$ cat src/rtl/mul_div_unit.sv
// mul_div_unit: 64-bit iterative radix-2 multiply/divide unit (MUL, UMULH, UDIV, SDIV).
// Divide datapath present only when MDU_DIV_EN is defined.
module mul_div_unit #(
    parameter int WIDTH = 64
) (
    input  logic             CLK,
    input  logic             RST,
    input  logic             START,
    input  logic [1:0]       OP,
    input  logic [WIDTH-1:0] OPERAND_A,
    input  logic [WIDTH-1:0] OPERAND_B,
    input  logic [4:0]       DEST_REG,
    output logic             BUSY,
    output logic             DONE,
    output logic [WIDTH-1:0] RESULT,
    output logic [4:0]       RESULT_REG,
    output logic             WRITE_ENABLE
);
    typedef enum logic [1:0] {IDLE, RUN, FIN} state_t;

    state_t           state_q, state_d;
    logic [5:0]       cnt_q, cnt_d;
    logic             last_q, last_d;
    logic             legal_q, legal_d;
    logic [1:0]       op_q, op_d;
    logic [4:0]       dest_q, dest_d;
    logic [WIDTH-1:0] a_q, a_d;
    logic [WIDTH-1:0] hi_q, hi_d;
    logic [WIDTH-1:0] lo_q, lo_d;
    logic [WIDTH-1:0] result_q, result_d;
    logic [4:0]       result_reg_q, result_reg_d;
    logic [WIDTH:0]   mul_sum;
    logic [WIDTH-1:0] fin_res;
`ifdef MDU_DIV_EN
    logic             neg_q, neg_d;
    logic [WIDTH:0]   div_r, div_diff;
    logic             div_ok;
`endif

    always_comb begin
        mul_sum = {1'b0, hi_q} + (lo_q[0] ? {1'b0, a_q} : '0);
`ifdef MDU_DIV_EN
        div_r    = {hi_q, lo_q[WIDTH-1]};
        div_diff = div_r - {1'b0, a_q};
        div_ok   = !div_diff[WIDTH];
        fin_res  = op_q[1] ? (neg_q ? -lo_q : lo_q) : (op_q[0] ? hi_q : lo_q);
`else
        fin_res  = op_q[1] ? '0 : (op_q[0] ? hi_q : lo_q);
`endif
    end

    always_comb begin
        state_d      = state_q;
        cnt_d        = cnt_q;
        last_d       = last_q;
        legal_d      = legal_q;
        op_d         = op_q;
        dest_d       = dest_q;
        a_d          = a_q;
        hi_d         = hi_q;
        lo_d         = lo_q;
        result_d     = result_q;
        result_reg_d = result_reg_q;
`ifdef MDU_DIV_EN
        neg_d        = neg_q;
`endif
        if (state_q == RUN) begin
            if (last_q) begin
                state_d      = FIN;
                result_d     = fin_res;
                result_reg_d = dest_q;
            end else begin
                cnt_d  = cnt_q + 6'd1;
                last_d = &cnt_q;
`ifdef MDU_DIV_EN
                if (op_q[1]) begin
                    // restoring step: partial remainder in hi, quotient shifts into lo
                    hi_d = div_ok ? div_diff[WIDTH-1:0] : div_r[WIDTH-1:0];
                    lo_d = {lo_q[WIDTH-2:0], div_ok};
                end else
`endif
                {hi_d, lo_d} = {mul_sum, lo_q[WIDTH-1:1]};
            end
        end else if (START) begin
            state_d = RUN;
            cnt_d   = '0;
            last_d  = 1'b0;
            legal_d = 1'b1;
            op_d    = OP;
            dest_d  = DEST_REG;
            a_d     = OPERAND_A;
            hi_d    = '0;
            lo_d    = OPERAND_B;
`ifdef MDU_DIV_EN
            if (OP[1]) begin
                a_d   = (OP[0] && OPERAND_B[WIDTH-1]) ? -OPERAND_B : OPERAND_B;
                lo_d  = (OP[0] && OPERAND_A[WIDTH-1]) ? -OPERAND_A : OPERAND_A;
                neg_d = OP[0] & (OPERAND_A[WIDTH-1] ^ OPERAND_B[WIDTH-1]);
                if (OPERAND_B == '0) begin
                    state_d      = FIN;
                    result_d     = '0;
                    result_reg_d = DEST_REG;
                end
            end
`else
            if (OP[1]) begin
                state_d      = FIN;
                legal_d      = 1'b0;
                result_d     = '0;
                result_reg_d = DEST_REG;
            end
`endif
        end else begin
            state_d = IDLE;
        end
    end

    always_ff @(posedge CLK) begin
        if (RST) begin
            state_q      <= IDLE;
            cnt_q        <= '0;
            last_q       <= 1'b0;
            legal_q      <= 1'b0;
            op_q         <= '0;
            dest_q       <= '0;
            a_q          <= '0;
            hi_q         <= '0;
            lo_q         <= '0;
            result_q     <= '0;
            result_reg_q <= '0;
`ifdef MDU_DIV_EN
            neg_q        <= 1'b0;
`endif
        end else begin
            state_q      <= state_d;
            cnt_q        <= cnt_d;
            last_q       <= last_d;
            legal_q      <= legal_d;
            op_q         <= op_d;
            dest_q       <= dest_d;
            a_q          <= a_d;
            hi_q         <= hi_d;
            lo_q         <= lo_d;
            result_q     <= result_d;
            result_reg_q <= result_reg_d;
`ifdef MDU_DIV_EN
            neg_q        <= neg_d;
`endif
        end
    end

    assign BUSY         = state_q == RUN;
    assign DONE         = state_q == FIN;
    assign WRITE_ENABLE = DONE && legal_q;
    assign RESULT       = result_q;
    assign RESULT_REG   = result_reg_q;
endmodule

$ cat config.mk
export PLATFORM = sky130hd
export DESIGN_NAME = mul_div_unit
export DESIGN_NICKNAME = d
export VERILOG_FILES = /design/src/rtl/mul_div_unit.sv
export SDC_FILE = /design/constraint.sdc
export NUM_CORES = 1
export LEC_CHECK = 0
export ABC_AREA = 0
export CORE_MARGIN = 4
export CORE_UTILIZATION = 35
export CTS_CLUSTER_DIAMETER = 80
export DETAILED_ROUTE_END_ITERATION = 8
export GPL_ROUTABILITY_DRIVEN = 0
export SLEW_MARGIN = 20
export SYNTH_ARGS = -nofsm -noshare
export SYNTH_HDL_FRONTEND = slang
export SYNTH_SLANG_ARGS = --single-unit
$ cat constraint.sdc
create_clock -name CLK -period 3.7 [get_ports CLK]
set_input_delay 0.555 -clock CLK [delete_from_list [all_inputs] [get_ports CLK]]
set_output_delay 0.555 -clock CLK [all_outputs]
set_load 0.02 [all_outputs]
### After elaboration in Yosys (flattened, before gate mapping)

Index checks and enable logic that the tools add are counted.

| operators by class | value |
|---|---|
| reduce and logical (&&, ||, !) cells | 7 |
| muxes and demuxes | 28 |
| bitwise logic cells | 1 |
| add/subtract/negate cells | 2 |
| equality and inequality tests | 4 |

Operators with widths:

| cell | count |
|---|---|
| $mux W64 | 13 |
| $add A64 B64 Y65 | 1 |
| $mux W5 | 4 |
| $mux W6 | 3 |
| $mux W2 | 4 |
| $add A6 B1 Y6 const B | 1 |
| $reduce_and A6 Y1 | 1 |
| $mux W1 | 4 |
| $reduce_and A2 Y1 | 2 |
| $reduce_bool A2 Y1 | 2 |
| $reduce_and A3 Y1 | 1 |
| $eq A2 B1 Y1 const B | 1 |
| $eq A2 B2 Y1 const B | 1 |
| $ne A2 B1 Y1 const B | 1 |
| $ne A2 B2 Y1 const B | 1 |
| $logic_and A1 B1 Y1 | 1 |
| $not A1 Y1 | 1 |

| word-level totals | value |
|---|---|
| word-level logic and storage cells | 53 |
| output and inout bits | 72 |
| bits in registers | 278 |
| bits of input ports | 138 |

### Logic depth before layout (Yosys ltp)

| logic depth | value |
|---|---|
| depth in word-level cells | 4 |
| depth in mapped cells | 15 |
| depth with buffers taken out | 13 |

### Worst setup path after synthesis

No wires, ideal clock.

| timing | value |
|---|---|
| path kind | register to register |
| from | register lo_q[0] |
| to | register hi_q[49] |
| required time | 3,613 ps |
| stages on the path, launching flop included | 16 |
| clock period less this slack | 3,160 ps |
| setup time | 87 ps |
| arrival | 3,073 ps |
| path slack | 540 ps |
| buffers on the path | 2 |
| path through | dfxtp_1 > clkbuf_1 > clkbuf_1 > and2_1 > ha_1 > inv_1 > fa_1 > nand2b_1 > a21oi_1 > o21ai_0 > a211oi_1 > o21bai_1 > a31oi_2 > o21ai_1 > and3_1 > o31ai_1 |

| on the way | value |
|---|---|
| word-level cells in the longest chain between the ends | 4 |

RTL lines:

| what | line | RTL |
|---|---|---|
| start: declaration | 29 | `logic [WIDTH-1:0] lo_q, lo_d;` |
| start signal: assignment | 143 | `lo_q <= lo_d;` |
| $mux W64 | 41 | `mul_sum = {1'b0, hi_q} + (lo_q[0] ? {1'b0, a_q} : '0);` |
| $add A64 B64 Y65 | 41 |  |
| $mux W64 | 68 | `if (last_q) begin` |
| $mux W64 | 67 | `if (state_q == RUN) begin` |
| end signal: assignment | 142 | `hi_q <= hi_d;` |
| end: declaration | 28 | `logic [WIDTH-1:0] hi_q, hi_d;` |

No other way between the ends. The select of a mux whose other input is x is not followed.
A chain may end at the register's enable or synchronous reset.

### Worst setup path in the final report

Ends and elaborated chain as after synthesis.

==> results.toml <==
[outcome]
status = "completed"

[route]
viasPerCell = 5.29
vias = 13600
drt-pass1-iter-count = 5
wirelength_mm = 45.3
wl_per_cell_um = 17.6
drc = 0
drt_iter0_drc = 787
ant_nets = 0

[pwr]
power_frac_seq_pct = 44.6
p_sw_mw = 1.93
swShare_pct = 26.5
p_leak_nw = 6.91
peakVddDrop_v = 0.000240
combinationalPowerShare_pct = 11.4
p_per_area_nw_per_um2 = 399
power.total_mw = 7.28
clkPwrFrac_pct = 44.0
p_int_mw = 5.35

[timing]
tightest_slew_ns = 1.01
max_freq_mhz = 295
rsz0062_at_grt = "false"
setup_viol_count_final = 0
tns_ns = 0
fin_skew_ns = 0.0252
finalCritPeriodShare_pct = 91.5
final_hold_viol_count = 0
maxSlewViolCount = 0
period_needed_ns = 3.39
slew_headroom_pct = 32.8

[critical_path]
critPathTopFamily = "compound AO/OA/AOI/OAI gates"
crit_cells = 14
max_stage_delay_ns = 0.37
crit_type = "flip-flop to flip-flop"
crit_buf_inv = 2
crit_arrival_ns = 3.84
cp-start-kind = "flip-flop"
ff2ff_path_depth = 14
critPathMaxFanout = 41
crit_required_ns = 4.15
path_cells = "buf_12, and2_1, ha_1, inv_1, fa_1, nand2b_1, a21oi_2, o21ai_0, a211oi_2, o21bai_1, a31oi_2, o21ai_1, and3_1, o31ai_1"
cp_slowest_cell = "dfxtp_1"
crit_path_end_kind = "flip-flop"

[clock_tree]
path_clk_slew_ns = 0.06
max-clock-path-buffers = 3
cts-root-buf = "clkbuf_16"
cts_tree = "done"
clock_sinks = 278
clk_latency_ns = 0.55
ctsHoldBuffers = 0
h-tree-depth = 2
cts_setup_buffers = 0
cts_buffers = 34

[yosys]
synth_warnings = 0
synth-simple-area-share_pct = 22.0
netlist_instances = 1877
synth_fp_nets = 2081
avgSynthCellArea_um2 = 7.82
synthXorXnorAreaFrac_pct = 3.28
ys_seq_area_share_pct = 37.9
synth_seq_cells = 278
yosys_most_used_dff = "dfxtp_1"
muxShareOfSynthArea_pct = 4.43
synth-edff-count = 0
synthDistinctLibCells = 82
synth_compound_area_share_pct = 23.0
synth_top_family_by_area = "compound AO/OA/AOI/OAI gates"
synth_async_sr_flop_share_pct = 0
synth_fa_ha_area_share_pct = 5.68
synthesis.area_um2 = 14700

[flow_run]
cap_violations = 0

[global_route]
grt_pass1_vias = 13400
grt_overflow_total = 0
antenna_found_initial = 2
groute.usage.overall_pct = 19.6
grt_pass1_wl_mm = 72.2
grt_max_degree = 132

[die]
initial_core_util_pct = 35.7
pin_count = 210
die_x_um = 213
rows = 74
coreArea_um2 = 41100
dieArea_um2 = 45300
die_y_um = 213

[layout]
nets = 2221
final_cell_area_um2 = 18300
diodes = 0
fin_util_pct = 44.4
final_layout_size_suffix_gt1_share_pct = 5.74
area_growth_pct = 24.3

[placed_design]
placed_cell_area_um2 = 17200
hpwl_mm = 32.1
numPortBuffers = 209

[min_path]
hold_path_depth = 2
hp-class = "primary input to flip-flop"
==> cells in the mapped netlist (3+ instances only) <==
master | instances | area (µm²)
o21a_1 | 9 | 67.6
mux2i_1 | 65 | 651
a31o_2 | 3 | 26.3
o211ai_1 | 7 | 52.6
nand2b_1 | 8 | 50.1
o21ai_0 | 124 | 621
inv_1 | 20 | 75.1
a211oi_1 | 6 | 45.0
o21ai_1 | 11 | 55.1
or3_1 | 5 | 31.3
o31ai_1 | 7 | 52.6
dfxtp_1 | 278 | 5570
clkbuf_1 | 109 | 409
a22o_1 | 4 | 35.0
nor2_1 | 158 | 593
and2_1 | 71 | 444
nor3_1 | 11 | 55.1
nor2b_1 | 5 | 31.3
xor2_1 | 19 | 166
o21bai_1 | 14 | 105
a21o_1 | 23 | 173
xnor2_1 | 36 | 315
or2_2 | 3 | 18.8
buf_1 | 6 | 22.5
o21ai_2 | 4 | 35.0
and3_1 | 8 | 50.1
nand4_1 | 10 | 62.6
a311oi_1 | 64 | 561
a21oi_1 | 165 | 826
nand2_1 | 444 | 1670
a31oi_1 | 5 | 31.3
buf_2 | 6 | 30.0
ha_1 | 65 | 813
a22oi_1 | 24 | 180
a32oi_1 | 5 | 43.8
nand3_1 | 20 | 100
==> metal layers <==
layer	routed length (µm)	track usage [%]	part of all wire (%)	vias up
met5	21	0	0.046	-
met4	1240	6.42	2.7	4
met3	2220	3.22	4.9	72
met2	20200	31.2	45	321
met1	21600	27.1	48	6395
li1	-	-	-	6824
==> flip-flops by register name (all words and copies together), names as in the netlist <==
register / count
RESULT: 64
legal_q: 1
RESULT_REG: 5
state_q: 2
cnt_q: 6
a_q: 64
dest_q: 5
op_q: 2
last_q: 1
hi_q: 64
lo_q: 64
==> cell families (layout without fill, tap and decap cells) <==
family	after synthesis	after routing
simple gates	756	756
compound gates	514	514
flops	278	278
buf+inv	143	306
fa+ha+maj	66	66
mux	65	65
xor+xnor	55	55
==> repair_timing <==
action	4_1_cts	5_1_grt
endpoints found under the setup margin	0	5
hold endpoints to repair	0	0
resized for setup	0	2
==> per-stage QoR <==
stage                     std cells  hold WS [ns]  worst slack (ns)
final                          2572         0.405             0.314
after global routing           2572         0.410            0.0716
after CTS                      2572         0.387             0.135
after detailed placement       2513         0.444             0.167
after global placement         2513         0.435             0.285
after floorplan                1877         0.432             0.540
==> final cells by class <==
cell class / count / area [µm²]
Multi-Input combinational cell: 1456 / 8610
Sequential cell: 278 / 5570
Timing Repair Buffer: 226 / 2270
Clock buffer: 47 / 940
Fill cell: 4069 / 22900
Tap cell: 532 / 666
Clock inverter: 12 / 115
Inverter: 21 / 78.8
==> cell usage in the layout, fill, tap and decap left out, drive strengths merged, types with 36 or more instances in the layout <==
cell type and n:
nand2 446, dfxtp 278, clkdlybuf4s50 208, a21oi 167
nor2 158, o21ai 139, and2 72, mux2i 65
ha 65, a311oi 64, clkbuf 47, xnor2 36
==> worst paths after layout <==
kind	start	end	slack [ns]
min reg2reg	a_q[54]	a_q[54]	0.45
max reg2reg	lo_q[0]	hi_q[49]	0.31
min	RST	cnt_q[5]	0.40
max	lo_q[0]	hi_q[49]	0.31
==> power groups by stage <==
stage	Sequential [mW]	Combinational [mW]	Clock [mW]
2_1_floorplan	3.27	0.508	0
3_3_place_gp	3.31	0.826	0
3_5_place_dp	3.31	0.835	0
4_1_cts	3.25	0.841	3.29
5_1_grt	3.26	0.921	3.40
6_report	3.25	0.829	3.21
Power figures use the tool's default switching activity.
